--- config.mk ---
export PLATFORM = sky130hd
export DESIGN_NAME = counter_event_capture
export DESIGN_NICKNAME = d
export VERILOG_FILES = /design/src/rtl/counter_event_capture.sv
export SDC_FILE = /design/constraint.sdc
export NUM_CORES = 1
export LEC_CHECK = 0
export BUFFER_PORTS_ARGS = -buffer_cell sky130_fd_sc_hd__buf_2
export CORE_ASPECT_RATIO = 0.5
export CORE_UTILIZATION = 61
export DETAILED_ROUTE_END_ITERATION = 8
export PLACE_DENSITY_LB_ADDON = 0.3
export SLEW_MARGIN = 10
export SYNTH_ARGS = -nofsm -noshare
export SYNTH_HDL_FRONTEND = slang
export SYNTH_SLANG_ARGS = --single-unit
--- constraint.sdc ---
create_clock -name clk -period 5.4 [get_ports clk]
set_input_delay 1.62 -clock clk [delete_from_list [all_inputs] [get_ports clk]]
set_output_delay 1.62 -clock clk [all_outputs]
set_load 0.05 [all_outputs]
--- src/rtl/counter_event_capture.sv ---
// Edge-timestamp capture: samples count_in on selected event_in edges
// into a small FWFT FIFO, with sticky overflow and saturating drop count.
module counter_event_capture #(
   parameter int WIDTH  = 4,
   parameter int ADDR_W = 2,
   parameter int DROP_W = 8
) (
   input  logic              clk,
   input  logic              clr_n,
   input  logic [WIDTH-1:0]  count_in,
   input  logic              event_in,
   input  logic [1:0]        edge_sel,
   input  logic              flush,
   output logic [WIDTH-1:0]  cap_data,
   output logic              cap_valid,
   input  logic              cap_ready,
   output logic [ADDR_W:0]   level,
   output logic              overflow,
   input  logic              ovf_clr,
   output logic [DROP_W-1:0] drop_cnt
);

   localparam int DEPTH = 2 ** ADDR_W;
   localparam logic [ADDR_W:0] FULL_LVL = {1'b1, {ADDR_W{1'b0}}};

   logic [WIDTH-1:0]  r_mem [DEPTH];
   logic [ADDR_W-1:0] r_wptr;
   logic [ADDR_W-1:0] r_rptr;
   logic [ADDR_W:0]   r_level;
   logic [WIDTH-1:0]  r_data;
   logic              r_ev_q;
   logic              r_armed;
   logic              r_ovf;
   logic [DROP_W-1:0] r_drop;

   logic              w_rise;
   logic              w_fall;
   logic              w_sel;
   logic              w_hit;
   logic              w_full;
   logic              w_pop;
   logic              w_push;
   logic              w_drop;
   logic [ADDR_W-1:0] w_rptr_nxt;

   assign w_rise     = event_in & ~r_ev_q;
   assign w_fall     = ~event_in & r_ev_q;
   assign w_full     = (r_level == FULL_LVL);
   assign w_pop      = (r_level != '0) & cap_ready & ~flush;
   assign w_push     = w_hit & ~flush & (~w_full | w_pop);
   assign w_drop     = w_hit & ~flush & w_full & ~w_pop;
   assign w_rptr_nxt = r_rptr + ADDR_W'(1);

   // Edge select; nothing is detected until the history register is armed
   always_comb begin
      w_sel = 1'b0;
      case (edge_sel)
         2'b00:   w_sel = w_rise;
         2'b01:   w_sel = w_fall;
         2'b10:   w_sel = w_rise | w_fall;
         default: w_sel = 1'b0;
      endcase
      w_hit = r_armed & w_sel;
   end

   // Edge history and arming after reset release
   always_ff @(posedge clk or negedge clr_n) begin
      if (!clr_n) begin
         r_ev_q  <= 1'b0;
         r_armed <= 1'b0;
      end else begin
         r_ev_q  <= event_in;
         r_armed <= 1'b1;
      end
   end

   // Sample storage; contents are don't-care while level says empty
   always_ff @(posedge clk) begin
      if (w_push) r_mem[r_wptr] <= count_in;
   end

   // Pointers and explicit occupancy; flush overrides push and pop
   always_ff @(posedge clk or negedge clr_n) begin
      if (!clr_n) begin
         r_wptr  <= '0;
         r_rptr  <= '0;
         r_level <= '0;
      end else if (flush) begin
         r_wptr  <= '0;
         r_rptr  <= '0;
         r_level <= '0;
      end else begin
         if (w_push) r_wptr <= r_wptr + ADDR_W'(1);
         if (w_pop)  r_rptr <= w_rptr_nxt;
         if (w_push && !w_pop)
            r_level <= r_level + (ADDR_W+1)'(1);
         else if (w_pop && !w_push)
            r_level <= r_level - (ADDR_W+1)'(1);
      end
   end

   // Registered head word; holds the last value once the FIFO drains
   always_ff @(posedge clk or negedge clr_n) begin
      if (!clr_n) begin
         r_data <= '0;
      end else if (w_pop) begin
         if (r_level > (ADDR_W+1)'(1))
            r_data <= r_mem[w_rptr_nxt];
         else if (w_push)
            r_data <= count_in;
      end else if (w_push && r_level == '0) begin
         r_data <= count_in;
      end
   end

   // Sticky overflow and saturating drop count; a drop beats a clear
   always_ff @(posedge clk or negedge clr_n) begin
      if (!clr_n) begin
         r_ovf  <= 1'b0;
         r_drop <= '0;
      end else if (w_drop) begin
         r_ovf <= 1'b1;
         if (ovf_clr)
            r_drop <= DROP_W'(1);
         else if (!(&r_drop))
            r_drop <= r_drop + DROP_W'(1);
      end else if (ovf_clr) begin
         r_ovf  <= 1'b0;
         r_drop <= '0;
      end
   end

   assign cap_data  = r_data;
   assign cap_valid = (r_level != '0);
   assign level     = r_level;
   assign overflow  = r_ovf;
   assign drop_cnt  = r_drop;

endmodule

Word-level counts from Yosys, hierarchy flattened
Memory sizes are Yosys's and may differ from the RTL's.
Index checks and enable logic that the tools add are counted.

word-level totals
  bits in registers = 22
  RAM bits = 16
  input port bits = 12
  memories = 1

operators by class
  add/sub/neg operators = 5
  magnitude comparators = 1
  equality and inequality tests = 5
  mux-type cells = 20
  bitwise operators = 16
  reduce and logical (&&, ||, !) cells = 16

memory list
  memory  words  bits a word  rd ports  clocked after Yosys merged registers in  write ports  line  source
  r_mem   4      4            1         0                                        1            26    logic [WIDTH-1:0] r_mem [DEPTH];

operators by type and width
  kind                                                                              number
  8-bit two-way mux                                                                 4
  4-bit two-way mux                                                                 4
  1-bit AND                                                                         9
  3-bit two-way mux                                                                 3
  8-bit by 1-bit adder with 8-bit output (second input constant)                    1
  2-bit two-way mux                                                                 4
  8-bit AND reduction                                                               1
  2-bit nonzero test                                                                4
  3-bit nonzero test                                                                2
  1-bit inverter                                                                    5
  2-bit by 1-bit adder with 2-bit output (second input constant)                    2
  1-bit two-way mux                                                                 4
  2-bit AND reduction                                                               2
  3-bit by 1-bit adder with 3-bit output (second input constant)                    1
  3-bit == test (second input constant)                                             1
  3-bit by 1-bit greater-than comparator with 1-bit output (second input constant)  1
  1-bit logical AND                                                                 3
  3-bit logical NOT                                                                 1
  3-bit by 1-bit inequality test with 1-bit output (second input constant)          1
  1-bit case mux with 3 select lines                                                1
  3-bit by 1-bit subtractor with 3-bit output (second input constant)               1
  2-bit by 1-bit == test with 1-bit output (second input constant)                  1
  2-bit == test (second input constant)                                             1
  1-bit logical NOT                                                                 2
  3 further kinds                                                                   4

Depth between registers and ports, before layout
  depth in word-level cells = 12
  depth in mapped cells = 9

Least setup slack after synthesis
OpenSTA, ideal clock, no wires.

  path kind = input -> register
  start point = input event_in
  end point = memory r_mem[0][0], enable pin
  data arrival time = 2892 ps
  data required time = 5091 ps
  path slack = 2199 ps
  cell stages on the path = 5
  cells stage by stage = inv_1 > ha_1 > a221oi_2 > buf_2 > and3_1

between the ends
  word-level cells in the longest chain between the ends = 9
  elaborated cells between the ends (all ways) = 10

ends and longest elaborated chain
  item                                       line  source
  from (decl)                                11    input logic event_in,
  1-bit inverter                             47    assign w_fall = ~event_in & r_ev_q;
  1-bit AND                                  47
  1-bit bitwise OR                           60    2'b10: w_sel = w_rise | w_fall;
  1-bit case mux with 3 select lines *       57    case (edge_sel)
  1-bit AND *                                63    w_hit = r_armed & w_sel;
  1-bit AND * (2 in a row)                   50    assign w_push = w_hit & ~flush & (~w_full | w_pop);
  1-bit two-way mux *                        79    if (w_push) r_mem[r_wptr] <= count_in;
  1-bit two-way mux (implied by the code) *  79
  to (decl)                                  26

Mark *: on every way between the ends. The rest lies on a longest branch, timed or not.

Worst setup path after layout
  start point = register r_level[0] (netlist: level[0])
  end point = output cap_valid

between the ends
  word-level cells in the longest chain between the ends = 1

ends and longest elaborated chain
  item                    line  source
  from (decl)             29    logic [ADDR_W:0] r_level;
  from (signal assigned)  96    r_level <= r_level + (ADDR_W+1)'(1);
  from (signal assigned)  98    r_level <= r_level - (ADDR_W+1)'(1);
  3-bit nonzero test      134   assign cap_valid = (r_level != '0);
  to (decl)               15    output logic cap_valid,

No other way between the ends.

==> impl_metrics.yaml <==
status:
  outcome: "finished with violations"
  violations: "DRC"
sta:
  finalSetupTns_ns: 0
  hold_violations: 0
  max_freq_ghz: 0.293
  fin_skew_ns: 0.00180
  tightest_slew_ns: 0.598
  setup_viol: 0
  maxSlewViolCount: 0
  period_minus_slack_ns: 3.42
  rsz0062_at_grt: "no"
  max-slew-margin-rel_pct: 60.0
  final.period_utilization_pct: 63.3
drt:
  drtIter0Drc: 68
  firstDrtPassIters: 6
  viasPerCell: 6.02
  wl_per_cell_um: 16.3
  ant_nets: 0
  vias: 1492
  routed_wl_mm: 4.03
  route.detailed.drc: 2
worst_setup_path:
  crit_fanout: 8
  critPathLaunchType: "flop"
  path_cells: "inv_1 > ha_1 > nand2b_1 > buf_2"
  crit_path_top_delay_cell: "dfrtp_1"
  crit_path_end_kind: "primary output"
  required_ns: 3.78
  slowest_delay_ns: 0.48
  cp_top_family: "flip-flops"
  path_class: "reg2out"
  path_buf_inv: 2
  cp.arrival_ns: 1.80
power:
  p_leak_nw: 0.985
  p_sw_share_pct: 40.8
  internal-power_mw: 0.556
  p_switching_mw: 0.383
  power_frac_comb_pct: 39.4
  ir_drop_mv: 0.154
  pwr_density_cell_nw_per_um2: 404
  seqPwrFrac_pct: 38.9
  p_clk_share_pct: 21.6
logic_synthesis:
  synth.top_cell.area_share_pct: 26.5
  synth.avg_cell_area_um2: 11.4
  yosys_warnings: 0
  netlist_top_cells_area: "dfrtp_1, edfxtp_1, ha_1"
  ys_ff_latch: 38
  ys_seq_area_share_pct: 49.6
  synth_cell_types: 48
  synthCells: 182
  synth.cell_area_um2: 2080
  synth_top_area_cell: "dfrtp_1"
  syn_nets: 205
global_route:
  grt_max_degree: 23
  grt_pass1_wl_mm: 6.74
  grt_usage_pct: 25.2
  overflow: 0
  grt_pass1_vias: 1380
  antenna_found_initial: 0
clock_network:
  cts_buffers: 5
  ctsResizeCount: 0
  cts_tree: "yes"
  postCtsHoldBufs: 0
  clk_latency_ns: 0.29
  htreeDepth: 2
  clock-sinks: 38
  cts_setup_buffers: 0
  clk_path_buf_depth: 2
  cts-root-buf: "clkbuf_8"
  path_clk_slew_ns: 0.07
floorplanning:
  die-area_um2: 3660
  die-height_um: 43.3
  start_util_pct: 66.7
  coreArea_um2: 3120
  die_w_um: 84.6
  ios: 29
  row_count: 14
placed_design:
  place.gp.congestion: 0.828
  place_area_um2: 2230
  io_buffers: 28
  post-dp-hpwl_mm: 2.88
final_layout:
  diodes: 0
  syn_to_final_growth_pct: 11.6
  nNetsFinal: 230
  drive_gt1_share_pct: 26.4
  fin_area_um2: 2320
job:
  max_cap_violations: 0
min_path:
  hold_class: "reg2reg"
## cell type report
class / instances / area (um2)
sequential: 38 / 1030
multi-input combinational: 122 / 956
fill: 218 / 797
timing repair buffer: 29 / 148
clock buffer: 6 / 82.6
tap: 40 / 50.0
inverter: 11 / 41.3
clock inverter: 2 / 12.5
## final timing paths
path / startpoint / end / slack (ns) / depth (start not counted)
hold reg to reg: cap_data[2] / cap_data[2] / 0.50 / 1
hold / removal: cap_data[2] / cap_data[2] / 0.50 / 1
setup reg to reg: level[0] / cap_data[1] / 3.16 / 6
min in group asynchronous: clr_n / drop_cnt[7] / 1.29 / 1
setup / recovery: level[0] / cap_valid / 1.98 / 4
max in group asynchronous: clr_n / cap_data[0] / 3.76 / 1
## per-stage QoR
| stage | total power, mW | instances | util [%] | setup slack, ns | hold slack, ns |
|---|---|---|---|---|---|
| detailed placement | 0.739 | 240 | 71.4 | 1.91 | 0.494 |
| global placement | 0.726 | 240 | 71.4 | 1.96 | 0.487 |
| finish | 0.938 | 248 | 74.4 | 1.98 | 0.504 |
| CTS | 0.942 | 248 | 74.4 | 2.00 | 0.512 |
| floorplan | 0.666 | 182 | - | 2.20 | 0.557 |
| global route | 0.993 | 248 | 74.4 | 1.84 | 0.519 |
## Yosys cell counts, drive strengths merged
| library cell | number |
|---|---|
| a2111o | 1 |
| a211oi | 1 |
| a21oi | 8 |
| a221o | 1 |
| a221oi | 1 |
| a2bb2oi | 1 |
| a311oi | 3 |
| a31oi | 4 |
| a41oi | 2 |
| and2 | 1 |
| and3 | 6 |
| and4 | 1 |
| buf | 7 |
| clkbuf | 4 |
| conb | 1 |
| dfrtp | 22 |
| edfxtp | 16 |
| ha | 11 |
| inv | 11 |
| mux2 | 9 |
| mux2i | 2 |
| mux4 | 4 |
| nand2 | 4 |
| nand2b | 3 |
| nand3 | 11 |
| nand3b | 1 |
| nand4 | 2 |
| nor2 | 11 |
| nor2b | 4 |
| nor3 | 5 |
| nor3b | 1 |
| nor4 | 1 |
| o2111ai | 2 |
| o211ai | 1 |
| o21a | 1 |
| o21ai | 5 |
| o21ba | 1 |
| o21bai | 1 |
| o22ai | 1 |
| o31ai | 3 |
| o41ai | 1 |
| or2 | 2 |
| or3 | 1 |
| or4 | 1 |
| xor2 | 2 |
## cell usage in the layout (no fill, tap or decap), drive strengths merged, types with 2 or more instances in the layout
master / Yosys / final
o2111ai: 2 / 2
dfrtp: 22 / 22
o21ai: 5 / 5
nand3: 11 / 11
a31oi: 4 / 4
and3: 6 / 6
xor2: 2 / 2
inv: 11 / 11
nand2b: 3 / 3
mux2: 9 / 9
clkbuf: 4 / 6
edfxtp: 16 / 16
mux2i: 2 / 2
a21oi: 8 / 8
o31ai: 3 / 3
nor2: 11 / 11
nand2: 4 / 4
ha: 11 / 11
a311oi: 3 / 3
nand4: 2 / 2
a41oi: 2 / 2
buf: 7 / 29
mux4: 4 / 4
nor3: 5 / 5
or2: 2 / 2
nor2b: 4 / 4
## cells by family (layout without fill, tap and decap cells)
kind of cell | Yosys count | in the layout | share of synthesized area, %
AO/OA/AOI/OAI | 38 | 38 | 13.5
XOR/XNOR | 2 | 2 | 0.843
adder cells (fa/ha/maj) | 11 | 11 | 6.62
buffers and inverters | 22 | 48 | 4.45
flip-flops | 38 | 38 | 49.6
multiplexers | 15 | 15 | 10.2
other | 1 | 1 | 0.180
AND/OR/NAND/NOR | 55 | 55 | 14.7
## registers in the layout, summed over array words and instances, names as in the netlist
name and cells:
cap_data 4, r_mem 16, r_rptr 2, r_armed 1, drop_cnt 8, overflow 1
level 3, r_ev_q 1, r_wptr 2
## routing by layer
layer,track usage (%),wire length [um],vias to the layer above
met2,37.2,1840,41
met1,35.3,1930,716
met3,7.39,203,7
li1,-,-,728
met5,0,0,-
met4,9.83,59,0
## power by group through the flow
stage | sequential [mW] | clock, mW | combinational [mW]
5_1_grt | 0.371 | 0.223 | 0.399
2_1_floorplan | 0.446 | 0 | 0.220
3_3_place_gp | 0.369 | 0 | 0.357
6_report | 0.366 | 0.203 | 0.370
3_5_place_dp | 0.372 | 0 | 0.368
4_1_cts | 0.365 | 0.207 | 0.369
Power figures use the tool's default switching activity.
